### config.mk
export PLATFORM = sky130hd
export DESIGN_NAME = imem_fetch_ctrl
export DESIGN_NICKNAME = d
export VERILOG_FILES = /design/src/rtl/imem_fetch_ctrl.sv
export SDC_FILE = /design/constraint.sdc
export NUM_CORES = 1
export LEC_CHECK = 0
export ABC_AREA = 0
export BUFFER_PORTS_ARGS = -buffer_cell sky130_fd_sc_hd__buf_2
export CAP_MARGIN = 20
export CORE_ASPECT_RATIO = 1.75
export CORE_MARGIN = 2
export CORE_UTILIZATION = 46
export CTS_BUF_LIST = sky130_fd_sc_hd__clkbuf_2
export DETAILED_ROUTE_END_ITERATION = 8
export PLACE_DENSITY = 0.75
export SYNTH_ARGS = -nofsm -noshare
export SYNTH_HDL_FRONTEND = slang
export SYNTH_SLANG_ARGS = --single-unit
### constraint.sdc
create_clock -name i_clk -period 2.4 [get_ports i_clk]
set_input_delay 0.24 -clock i_clk [delete_from_list [all_inputs] [get_ports i_clk]]
set_output_delay 0.24 -clock i_clk [all_outputs]
set_load 0.02 [all_outputs]
### src/rtl/imem_fetch_ctrl.sv
// -----------------------------------------------------------------------------
// imem_fetch_ctrl
//
// Fetch sequencer for a small word-indexed instruction ROM. It owns the fetch
// PC, drives the ROM address combinationally from it, and captures each fetched
// word, together with its PC, into a one-entry output buffer. Decode takes
// entries from that buffer over a valid/ready handshake. The block also handles
// branch redirects, stops at a self-looping halt word, and latches a sticky
// fault on any misaligned or out-of-range fetch address.
//
// Ports
//   i_clk          clock; all state changes on the rising edge
//   i_reset        synchronous, active-low reset
//   o_imem_addr    ROM word address, taken from the fetch PC (combinational)
//   i_imem_q       ROM read data, valid in the same cycle
//   i_redirect     one-cycle pulse for a taken branch or flush
//   i_redirect_pc  new fetch PC, sampled while i_redirect is high
//   o_out_valid    the output buffer holds a fetched instruction
//   i_out_ready    decode accepts the buffered instruction this cycle
//   o_out_instr    buffered instruction
//   o_out_pc       PC of the buffered instruction
//   o_halted       halt word fetched; fetching has stopped
//   o_fault        sticky flag for a misaligned or out-of-range fetch
// -----------------------------------------------------------------------------
module imem_fetch_ctrl #(
  parameter int           N         = 64,
  parameter int           IW        = 32,
  parameter int           AW        = 6,
  parameter logic [N-1:0] RESET_PC  = '0,
  parameter logic [IW-1:0] HALT_WORD = 32'hb400001f
) (
  input  logic          i_clk,
  input  logic          i_reset,
  output logic [AW-1:0] o_imem_addr,
  input  logic [IW-1:0] i_imem_q,
  input  logic          i_redirect,
  input  logic [N-1:0]  i_redirect_pc,
  output logic          o_out_valid,
  input  logic          i_out_ready,
  output logic [IW-1:0] o_out_instr,
  output logic [N-1:0]  o_out_pc,
  output logic          o_halted,
  output logic          o_fault
);

  typedef enum logic [1:0] {
    FETCH = 2'd0,
    HALT  = 2'd1,
    FAULT = 2'd2
  } fetchState_t;

  fetchState_t   r_state;
  logic [N-1:0]  r_fetchPc;
  logic          r_outValid;
  logic [IW-1:0] r_outInstr;
  logic [N-1:0]  r_outPc;
  logic          r_halted;
  logic          r_fault;

  logic          w_pcLegal;
  logic          w_bufferFree;
  logic          w_load;
  logic          w_redirectTaken;
  logic          w_handshake;

  // The ROM address is the word index of the fetch PC. It is never wrapped:
  // a PC past the top of the ROM is caught by the legality check instead.
  assign o_imem_addr = r_fetchPc[AW+1:2];

  // A fetch PC is usable only when word aligned and inside the ROM. Any upper
  // bit set above the word-index field means the PC is past the last word.
  assign w_pcLegal = (r_fetchPc[1:0] == 2'b00) && (r_fetchPc[N-1:AW+2] == '0);

  // The buffer can take a new word when it is empty or being drained now, so
  // a steady stream with ready held high moves one instruction per cycle.
  assign w_bufferFree = !r_outValid || i_out_ready;
  assign w_handshake  = r_outValid && i_out_ready;

  // A redirect only takes effect outside FAULT; in FAULT it is ignored and
  // the buffer keeps draining as if no redirect had arrived.
  assign w_redirectTaken = i_redirect && (r_state != FAULT);

  assign w_load = (r_state == FETCH) && !i_redirect && w_bufferFree && w_pcLegal;

  // Single sequential block for the fetch state machine and every registered
  // output. Reset beats everything, including a buffer held mid-stall. A taken
  // redirect comes next: it squashes the buffer (a coincident handshake still
  // counts as done) and restarts fetching at the new PC on the following edge,
  // without checking that PC here. Otherwise an illegal PC in FETCH moves to
  // FAULT, a load captures the ROM word and may enter HALT, and a handshake
  // with no load simply empties the buffer.
  always_ff @(posedge i_clk) begin
    if (!i_reset) begin
      r_state    <= FETCH;
      r_fetchPc  <= RESET_PC;
      r_outValid <= 1'b0;
      r_outInstr <= '0;
      r_outPc    <= '0;
      r_halted   <= 1'b0;
      r_fault    <= 1'b0;
    end else if (w_redirectTaken) begin
      r_state    <= FETCH;
      r_fetchPc  <= i_redirect_pc;
      r_outValid <= 1'b0;
      r_halted   <= 1'b0;
    end else begin
      if ((r_state == FETCH) && !w_pcLegal) begin
        r_state <= FAULT;
        r_fault <= 1'b1;
      end
      if (w_load) begin
        r_outInstr <= i_imem_q;
        r_outPc    <= r_fetchPc;
        r_outValid <= 1'b1;
        r_fetchPc  <= r_fetchPc + N'(4);
        // The halt word is still handed to decode once; fetching stops after it.
        if (i_imem_q == HALT_WORD) begin
          r_state  <= HALT;
          r_halted <= 1'b1;
        end
      end else if (w_handshake) begin
        r_outValid <= 1'b0;
      end
    end
  end

  assign o_out_valid = r_outValid;
  assign o_out_instr = r_outInstr;
  assign o_out_pc    = r_outPc;
  assign o_halted    = r_halted;
  assign o_fault     = r_fault;

endmodule

==> impl_metrics.py, run 1 <==
metrics = {
    "run_status": {
        "run_status": "finished clean",
    },
    "clock_network": {
        "cts_root_cell": "sky130_fd_sc_hd__clkbuf_2",
        "cts.sink_count": 165,
        "cts.htree.levels": 4,
        "post_cts.repair.setup_buffers": 0,
        "clockBufferDepth": 2,
        "insertion_delay_ns": 0.73,
        "tritoncts": "built",
        "cts_buffers": 17,
        "clk_pin_slew_ns": 0.26,
    },
    "pwr": {
        "p_comb_share_pct": 11.0,
        "pleak_uw": 0.00376,
        "vdd.ir_drop.worst_mv": 0.490,
        "sequential_group_share_of_total_power_pct": 59.0,
        "pwr_density_cell_nw_per_um2": 592,
        "p_sw_uw": 1430,
        "power.share.switching_pct": 29.4,
        "clock_power_share_pct": 30.0,
        "p_int_uw": 3420,
    },
    "min_path": {
        "min_path_type": "in2reg",
        "worstHoldEndpoint": "r_fetchPc[35]",
        "min-delay-start": "i_redirect_pc[35]",
        "timing.hold.worst_path_depth": 4,
    },
    "worst_setup_path": {
        "critPathMaxFanout": 46,
        "worst_r2r_endpoint": "r_fetchPc[7]",
        "r2r_cells": 6,
        "critPathLaunchType": "flip-flop",
        "cp_cell_sequence": "nor4_1, nand4_1, or4_1, buf_12, nor4b_2, a311oi_1",
        "delay_of_the_slowest_cell_on_the_worst_path_ns": 0.62,
        "cp_launch_point": "r_fetchPc[62]",
        "timing_worst_setup_path_type": "reg2reg",
        "critical_path_arrival_ns": 2.83,
        "worstPathRequired_ns": 3.03,
        "critical_path.reg2reg.startpoint": "r_fetchPc[62]",
        "cp_slowest_cell": "sky130_fd_sc_hd__or4_1",
        "rrSetupSlack_ns": 0.20,
        "critPathCaptureType": "flip-flop",
    },
    "placement": {
        "gpl.final_weighted_congestion": 0.792,
        "io_buffers": 204,
        "post-place-cells": 986,
        "dp.final_hpwl_um": 10400,
    },
    "synth": {
        "yosys.area.top_type": "sky130_fd_sc_hd__dfxtp_1",
        "mappedNetlistNets": 765,
        "synth_commonest_cells": "165 x sky130_fd_sc_hd__dfxtp_1, 124 x sky130_fd_sc_hd__nand2_1, 100 x sky130_fd_sc_hd__a21oi_1, 59 x sky130_fd_sc_hd__and3_1, 49 x sky130_fd_sc_hd__clkbuf_1",
        "netlist_instances": 664,
        "synth.most_common_cell": "sky130_fd_sc_hd__dfxtp_1",
        "netlist_top_cells_area": "sky130_fd_sc_hd__dfxtp_1 57%, sky130_fd_sc_hd__a21oi_1 8.6%, sky130_fd_sc_hd__nand2_1 8.0%",
        "synth_sequential_area_ratio_pct": 57.0,
        "ys_async_sr_fraction_pct": 0,
        "synth_edf_count": 0,
        "ys_types": 34,
        "yosysTopAreaCellShare_pct": 57.0,
        "ys_warn_count": 0,
        "synth.ff_latch_count": 165,
        "dominantRegCellSynth": "sky130_fd_sc_hd__dfxtp_1",
        "synthesis.area_per_instance_um2": 8.73,
        "syn_area_um2": 5790,
    },
    "drt": {
        "drt_pass1_iterations": 5,
        "drcViolationCount": 0,
        "drc_marker_count_from_the_first_detailed_route_iteration": 334,
        "route.vias.total": 5866,
        "wl_per_cell_um": 15.5,
        "drt_wl_total_um": 17300,
        "vias_per_cell": 5.25,
        "postRouteAntennaNets": 0,
    },
    "timing": {
        "grt_setup_unrepaired": "no",
        "timing.slew.headroom_pct": 65.8,
        "fin_setup_tns_ns": 0,
        "finalWorstPathRequiredPeriod_ns": 2.20,
        "hold_viol": 0,
        "timing_worst_slew_pin_value_ns": 0.508,
        "timing.final.crit_share_pct": 91.8,
        "clock.fmax_mhz": 454,
        "setup_viol_count_final": 0,
        "skew_ns": 0.0426,
        "fin_worst_hold_slack_ns": 0.261,
        "max_slew_violations": 0,
    },
    "global_route": {
        "grt_start_max_net_pins": 67,
        "grt_pass1_wl_um": 26800,
        "grt_overflow_total": 0,
        "grt_pass1_vias": 5617,
        "antenna_violations_before_repair": 1,
        "total_track_usage_pct": 25.0,
    },
    "die": {
        "floorplan.die.width_um": 88.8,
        "core.rowCount": 54,
        "pin_count": 205,
        "start_util_pct": 46.9,
        "core-area_um2": 12400,
        "die_area_um2": 13500,
        "dieHeight_um": 152,
    },
    "cells_and_area": {
        "final.fill_count": 1006,
        "layout.cells.non_filler": 1118,
        "areaGrowthSynthToFinish_pct": 41.4,
        "design.final.nets": 1037,
        "ratio_of_cells_with_drive_above_1_in_the_final_layout_pct": 27.0,
    },
    "job": {
        "cap_viol_max_count": 0,
    },
}
[layer usage]
metal | wire [um] | global-route usage, % | vias to the layer above | share of wire, %
met3 | 1070 | 5.42 | 50 | 6.2
met1 | 6560 | 28.4 | 2715 | 38
li1 | - | - | 2857 | -
met2 | 9080 | 42.9 | 244 | 52
met4 | 624 | 12.3 | 0 | 3.6
met5 | 0 | 0 | - | 0
[sequential cells by signal, summed over array words and instances (netlist names)]
| register | count |
|---|---|
| o_halted | 1 |
| r_state | 2 |
| o_out_pc | 64 |
| r_fetchPc | 64 |
| o_out_instr | 32 |
| o_fault | 1 |
| o_out_valid | 1 |
[critical path, delay by kind of cell, from the launching register on]
family,cells,cell delay (ns)
AO/OA/AOI/OAI,1,0.08
AND/OR/NAND/NOR,4,1.46
buffers and inverters,1,0.21
flip-flops,1,0.37
[cells in the final DEF (no fill, tap or decap), types with 3 or more instances in the layout]
cell type,synthesis,layout
sky130_fd_sc_hd__nand3_1,46,46
sky130_fd_sc_hd__nor2_1,7,7
sky130_fd_sc_hd__o21ai_0,40,39
sky130_fd_sc_hd__inv_8,0,5
sky130_fd_sc_hd__buf_2,7,204
sky130_fd_sc_hd__a22oi_1,4,4
sky130_fd_sc_hd__clkbuf_2,0,17
sky130_fd_sc_hd__nand2_1,124,124
sky130_fd_sc_hd__buf_12,0,5
sky130_fd_sc_hd__dfxtp_1,165,165
sky130_fd_sc_hd__and3_1,59,59
sky130_fd_sc_hd__a21oi_1,100,100
sky130_fd_sc_hd__inv_1,4,3
sky130_fd_sc_hd__inv_6,0,5
sky130_fd_sc_hd__dlygate4sd3_1,0,99
sky130_fd_sc_hd__nor3_1,5,5
sky130_fd_sc_hd__nor4_1,18,16
sky130_fd_sc_hd__nand4_1,5,5
sky130_fd_sc_hd__buf_4,6,6
[cell families (layout without fill, tap and decap cells)]
logic type,Yosys count,after routing,share of synthesized area [%]
AND/OR/NAND/NOR,276,276,23.6
other,0,1,0
AO/OA/AOI/OAI,155,155,14.2
adder cells (fa/ha/maj),1,1,0.216
flip-flops,165,165,57.0
XOR/XNOR,1,1,0.151
buffers and inverters,66,351,4.82
[stage by stage]
stage	instance area (um2)	power, uW	utilization (%)	setup slack, ns
finish	8190	4850	66.3	0.196
global route	8190	5070	66.3	0.0662
CTS	8170	4880	66.1	0.140
detailed placement	6940	3300	56.1	0.157
global placement	6940	3290	56.1	0.206
floorplan	5790	3130	-	0.461
[power groups by stage]
stage | logic [uW] | clock network (uW) | registers (uW)
after floorplan | 232 | 0 | 2900
after global placement | 390 | 0 | 2900
after detailed placement | 393 | 0 | 2910
after CTS | 520 | 1500 | 2860
after global routing | 581 | 1620 | 2870
final | 533 | 1460 | 2860
[final cells by class]
cell class | count | area [um2] | area share (%)
Antenna cell | 1 | 2.50 | 0.0305
Clock buffer | 17 | 85.1 | 1.04
Clock inverter | 15 | 156 | 1.91
Inverter | 4 | 15.0 | 0.183
Multi-Input combinational cell | 433 | 2250 | 27.5
Sequential cell | 165 | 3300 | 40.3
Tap cell | 168 | 210 | 2.57
Timing Repair Buffer | 315 | 2170 | 26.5
[timing repair]
item                                    4_1_cts  5_1_grt
resized for setup                             0        4
hold buffers                                 99        0
endpoints found under the setup margin        0        2
hold endpoints to repair                    106        0
[how the worst max path moves through the flow]
stage / end / slack (ns)
after floorplan: o_out_instr[10] / 0.46
after global placement: r_fetchPc[7] / 0.21
after detailed placement: r_fetchPc[7] / 0.16
after CTS: r_fetchPc[7] / 0.14
after global routing: r_fetchPc[3] / 0.07
final: r_fetchPc[7] / 0.20
(Power assumes the default switching activity.)
==> run 2: changes to the inputs <==
Settings changed: CTS_BUF_LIST sky130_fd_sc_hd__clkbuf_2 to sky130_fd_sc_hd__clkbuf_16.
==> impl_metrics.py, run 2 (synthesized netlist as in run 1, its figures left out) <==
metrics = {
    "drt": {
        "postRouteAntennaNets": 0,
        "drc_marker_count_from_the_first_detailed_route_iteration": 302,
        "drcViolationCount": 0,
        "drt_wl_total_um": 15300,
        "route.vias.total": 5366,
        "drt_pass1_iterations": 4,
        "wl_per_cell_um": 15.0,
        "vias_per_cell": 5.26,
    },
    "timing": {
        "max_slew_violations": 0,
        "fin_setup_tns_ns": 0,
        "hold_viol": 0,
        "finalWorstPathRequiredPeriod_ns": 2.28,
        "clock.fmax_mhz": 438,
        "grt_setup_unrepaired": "no",
        "setup_viol_count_final": 0,
        "timing_worst_slew_pin_value_ns": 0.498,
        "timing.final.crit_share_pct": 95.2,
        "timing.slew.headroom_pct": 66.8,
        "setup_ws_ns": 0.116,
        "skew_ns": 0.00849,
    },
    "job": {
        "cap_viol_max_count": 0,
    },
    "cells_and_area": {
        "layout.cells.most_common_list": "204 x sky130_fd_sc_hd__buf_2, 165 x sky130_fd_sc_hd__dfxtp_1, 124 x sky130_fd_sc_hd__nand2_1",
        "design.final.nets": 939,
        "areaGrowthSynthToFinish_pct": 30.1,
        "layout.cells.most_common": "sky130_fd_sc_hd__buf_2",
        "ratio_of_cells_with_drive_above_1_in_the_final_layout_pct": 30.0,
    },
    "die": {
        "die_area_um2": 13500,
        "core-area_um2": 12400,
        "core.rowCount": 54,
        "start_util_pct": 46.9,
        "dieHeight_um": 152,
        "floorplan.die.width_um": 88.8,
        "pin_count": 205,
    },
    "global_route": {
        "grt_pass1_vias": 4896,
        "grt_overflow_total": 0,
        "grt_start_max_net_pins": 67,
        "total_track_usage_pct": 22.2,
        "grt_pass1_wl_um": 23800,
        "antenna_violations_before_repair": 1,
    },
    "worst_setup_path": {
        "critPathLaunchType": "flip-flop",
        "worstPathRequired_ns": 2.69,
        "critical_path_arrival_ns": 2.57,
        "critPathMaxFanout": 46,
        "timing_worst_setup_path_type": "reg2reg",
        "critPathCaptureType": "flip-flop",
    },
    "placement": {
        "pre_cts_setup_slack_ns": 0.157,
        "io_buffers": 204,
        "dp.final_hpwl_um": 10400,
        "gpl.final_weighted_congestion": 0.792,
    },
    "clock_network": {
        "clockBufferDepth": 2,
        "cts_root_cell": "sky130_fd_sc_hd__clkbuf_16",
        "insertion_delay_ns": 0.41,
        "cts.htree.levels": 4,
        "cts_buffers": 17,
        "clk_pin_slew_ns": 0.07,
        "tritoncts": "built",
        "cts.sink_count": 165,
    },
    "run_status": {
        "run_status": "finished clean",
    },
    "pwr": {
        "pleak_uw": 0.00348,
        "vdd.ir_drop.worst_mv": 0.510,
        "pwr_density_cell_nw_per_um2": 780,
    },
    "min_path": {
        "min_path_type": "in2reg",
    },
}
[run 2: power breakdown]
group | total [uW] | internal [uW] | switching, uW
Sequential | 2840 | 2800 | 42.7
Combinational | 397 | 158 | 239
Clock | 2640 | 1400 | 1240
Total | 5880 | 4360 | 1520
[run 2: critical path: stages, from the launching register on]
cell and delay (ns):
sky130_fd_sc_hd__dfxtp_1 0.32, sky130_fd_sc_hd__nor4_1 0.36, sky130_fd_sc_hd__nand3_1 0.21, sky130_fd_sc_hd__or4_1 0.59
sky130_fd_sc_hd__buf_12 0.21, sky130_fd_sc_hd__nor4b_1 0.37, sky130_fd_sc_hd__a311oi_1 0.08
[run 2: final timing paths]
kind / from / endpoint / slack (ns) / cells past startpoint
min: i_redirect_pc[22] / r_fetchPc[22] / 0.06 / 3
max reg2reg: r_fetchPc[44] / r_fetchPc[7] / 0.12 / 6
min reg2reg: o_halted / o_halted / 0.44 / 2
max: r_fetchPc[44] / r_fetchPc[7] / 0.12 / 6
[run 2: per-stage QoR]
| stage | total power [uW] | instances | utilization [%] | hold WS, ns | area [um2] |
|---|---|---|---|---|---|
| finish | 5880 | 1021 | 61.0 | 0.0572 | 7540 |
| global route | 6100 | 1020 | 60.9 | 0.0473 | 7530 |
| CTS | 5930 | 1018 | 60.8 | 0.0393 | 7520 |
| detailed placement | 3300 | 986 | 56.1 | 0.438 | 6940 |
| global placement | 3290 | 986 | 56.1 | 0.433 | 6940 |
| floorplan | 3130 | 664 | - | 0.376 | 5790 |
[run 2: final cells by class]
cell class | instances | area [um2]
multi-input combinational | 433 | 2240
sequential | 165 | 3300
clock inverter | 15 | 156
timing repair buffer | 217 | 1180
clock buffer | 17 | 425
fill | 1139 | 4830
tap | 168 | 210
inverter | 4 | 15.0
antenna | 2 | 5.00
[run 2: routing by layer]
layer / track usage (%) / wire length (um) / vias to the layer above
met2: 36.6 / 7950 / 184
li1: - / - / 2654
met1: 27.1 / 6160 / 2512
met5: 0 / 0 / -
met4: 9.45 / 300 / 0
met3: 5.20 / 868 / 16
[run 2: repair_timing]
action | 4_1_cts | 5_1_grt
setup endpoints to repair | 0 | 1
gates resized for setup | 0 | 1
hold buffers | 0 | 0
setup buffers | 0 | 1
==> run 3: changes to the inputs <==
--- a/config.mk
+++ b/config.mk
@@ -7,4 +7,5 @@
 export LEC_CHECK = 0
 export ABC_AREA = 0
+export ABC_CLOCK_PERIOD_IN_PS = 2400
 export BUFFER_PORTS_ARGS = -buffer_cell sky130_fd_sc_hd__buf_2
 export CAP_MARGIN = 20
@@ -13,4 +14,5 @@
 export CORE_UTILIZATION = 46
 export CTS_BUF_LIST = sky130_fd_sc_hd__clkbuf_16
+export CTS_CLUSTER_SIZE = 24
 export DETAILED_ROUTE_END_ITERATION = 8
 export PLACE_DENSITY = 0.75
==> constraint.sdc (replaced) <==
create_clock -name i_clk -period 2.4 [get_ports i_clk]
set_input_delay 0.12 -clock i_clk [delete_from_list [all_inputs] [get_ports i_clk]]
set_output_delay 0.12 -clock i_clk [all_outputs]
set_load 0.02 [all_outputs]
==> impl_metrics.py, run 3 (synthesized netlist as in run 1, its figures left out) <==
metrics = {
    "run_status": {
        "run_status": "finished clean",
    },
    "drt": {
        "vias_per_cell": 5.24,
        "drcViolationCount": 0,
        "drc_marker_count_from_the_first_detailed_route_iteration": 389,
        "drt_pass1_iterations": 5,
        "route.vias.total": 5832,
        "postRouteAntennaNets": 0,
        "drt_wl_total_um": 17400,
        "wl_per_cell_um": 15.7,
    },
    "worst_setup_path": {
        "rrSetupSlack_ns": 0.12,
        "timing_worst_setup_path_type": "reg2reg",
        "worst_r2r_endpoint": "r_fetchPc[7]",
        "critPathCaptureType": "flip-flop",
        "critical_path_arrival_ns": 2.57,
        "critPathMaxFanout": 46,
        "r2r_cells": 6,
        "critPathLaunchType": "flip-flop",
        "critical_path.reg2reg.startpoint": "r_fetchPc[62]",
        "worstPathRequired_ns": 2.69,
    },
    "placement": {
        "post-place-cells": 986,
        "io_buffers": 204,
        "gpl.final_weighted_congestion": 0.792,
        "pre_cts_setup_slack_ns": 0.157,
        "dp.final_hpwl_um": 10400,
    },
    "global_route": {
        "met3_usage_pct": 5.85,
        "globalRouteMet2Util_pct": 43.4,
        "total_track_usage_pct": 25.3,
        "grt_pass1_vias": 5635,
        "grt_max_usage_layer": "met2",
        "grt_start_max_net_pins": 67,
        "grt_overflow_total": 0,
        "groute.layer.met1.usage_pct": 29.3,
        "grt_pass1_wl_um": 27200,
        "antenna_violations_before_repair": 1,
    },
    "clock_network": {
        "post_cts.repair.setup_buffers": 0,
        "cts.htree.levels": 4,
        "clk_pin_slew_ns": 0.07,
        "cts.sink_count": 165,
        "insertion_delay_ns": 0.42,
        "clockBufferDepth": 2,
        "cts_buffers": 17,
        "cts_root_cell": "sky130_fd_sc_hd__clkbuf_16",
        "tritoncts": "built",
    },
    "cells_and_area": {
        "areaGrowthSynthToFinish_pct": 46.1,
        "layout.cells.most_common_list": "204 x sky130_fd_sc_hd__buf_2, 165 x sky130_fd_sc_hd__dfxtp_1, 124 x sky130_fd_sc_hd__nand2_1",
        "ratio_of_cells_with_drive_above_1_in_the_final_layout_pct": 27.0,
        "layout.cells.non_filler": 1112,
        "layout.cells.most_common": "sky130_fd_sc_hd__buf_2",
        "design.final.nets": 1031,
    },
    "die": {
        "core.rowCount": 54,
        "core-area_um2": 12400,
        "dieHeight_um": 152,
        "die_area_um2": 13500,
        "floorplan.die.width_um": 88.8,
        "pin_count": 205,
        "start_util_pct": 46.9,
    },
    "timing": {
        "hold_viol": 0,
        "setup_viol_count_final": 0,
        "clock.fmax_mhz": 438,
        "finalWorstPathRequiredPeriod_ns": 2.28,
        "setup_ws_ns": 0.119,
        "skew_ns": 0.0115,
        "fin_worst_hold_slack_ns": 0.0180,
        "timing.slew.headroom_pct": 66.6,
        "max_slew_violations": 0,
        "timing_worst_slew_pin_value_ns": 0.496,
        "fin_setup_tns_ns": 0,
        "timing.final.crit_share_pct": 95.0,
        "grt_setup_unrepaired": "no",
    },
    "pwr": {
        "vdd.ir_drop.worst_mv": 0.517,
        "report.power.total_uw": 6020,
        "pleak_uw": 0.00387,
        "pwr_density_cell_nw_per_um2": 711,
    },
    "min_path": {
        "min_path_type": "in2reg",
        "worstHoldEndpoint": "o_out_valid",
        "timing.hold.worst_path_depth": 3,
        "min-delay-start": "i_out_ready",
    },
    "job": {
        "cap_viol_max_count": 0,
    },
}
[run 3: final cells by class]
| cell class | count | area (um2) |
|---|---|---|
| Antenna cell | 1 | 2.50 |
| Clock buffer | 17 | 425 |
| Clock inverter | 15 | 156 |
| Fill cell | 964 | 3900 |
| Inverter | 4 | 15.0 |
| Multi-Input combinational cell | 433 | 2250 |
| Sequential cell | 165 | 3300 |
| Tap cell | 168 | 210 |
| Timing Repair Buffer | 309 | 2100 |
[run 3: timing repair]
item | in CTS | in global routing
endpoints found under the hold margin | 93 | 0
endpoints found under the setup margin | 0 | 1
gates resized for setup | 0 | 2
hold buffers | 93 | 0
[run 3: worst max-delay path by stage]
stage | start | endpoint | slack, ns
finish | r_fetchPc[62] | r_fetchPc[7] | 0.12
global route | r_fetchPc[62] | r_fetchPc[7] | 0.02
CTS | r_fetchPc[55] | r_fetchPc[7] | 0.16
detailed placement | r_fetchPc[55] | r_fetchPc[7] | 0.16
global placement | r_fetchPc[55] | r_fetchPc[7] | 0.21
floorplan | r_fetchPc[13] | o_out_instr[10] | 0.46
[run 3: stage by stage]
stage          util [%]  area [um2]
2_1_floorplan         -        5790
6_report           68.5        8460
4_1_cts            68.3        8450
3_5_place_dp       56.1        6940
5_1_grt            68.5        8460
3_3_place_gp       56.1        6940
[run 3: layer usage]
metal / part of all wire [%] / routed length (um) / vias up
met5: 0 / 0 / -
met4: 2.3 / 405 / 0
met3: 5.9 / 1020 / 31
met2: 53 / 9250 / 227
met1: 39 / 6740 / 2734
li1: - / - / 2840
[run 3: worst max-delay path, cell delays in order (launching register included)]
cell                       delay (ns)
sky130_fd_sc_hd__dfxtp_1         0.31
sky130_fd_sc_hd__nor4_1          0.33
sky130_fd_sc_hd__nand4_1         0.22
sky130_fd_sc_hd__or4_1           0.62
sky130_fd_sc_hd__buf_12          0.20
sky130_fd_sc_hd__nor4b_1         0.37
sky130_fd_sc_hd__a311oi_1        0.09
[run 3: power by group]
part           switching, uW  total (uW)  internal (uW)
Sequential              44.3        2850           2800
Combinational            270         526            255
Clock                   1250        2640           1390
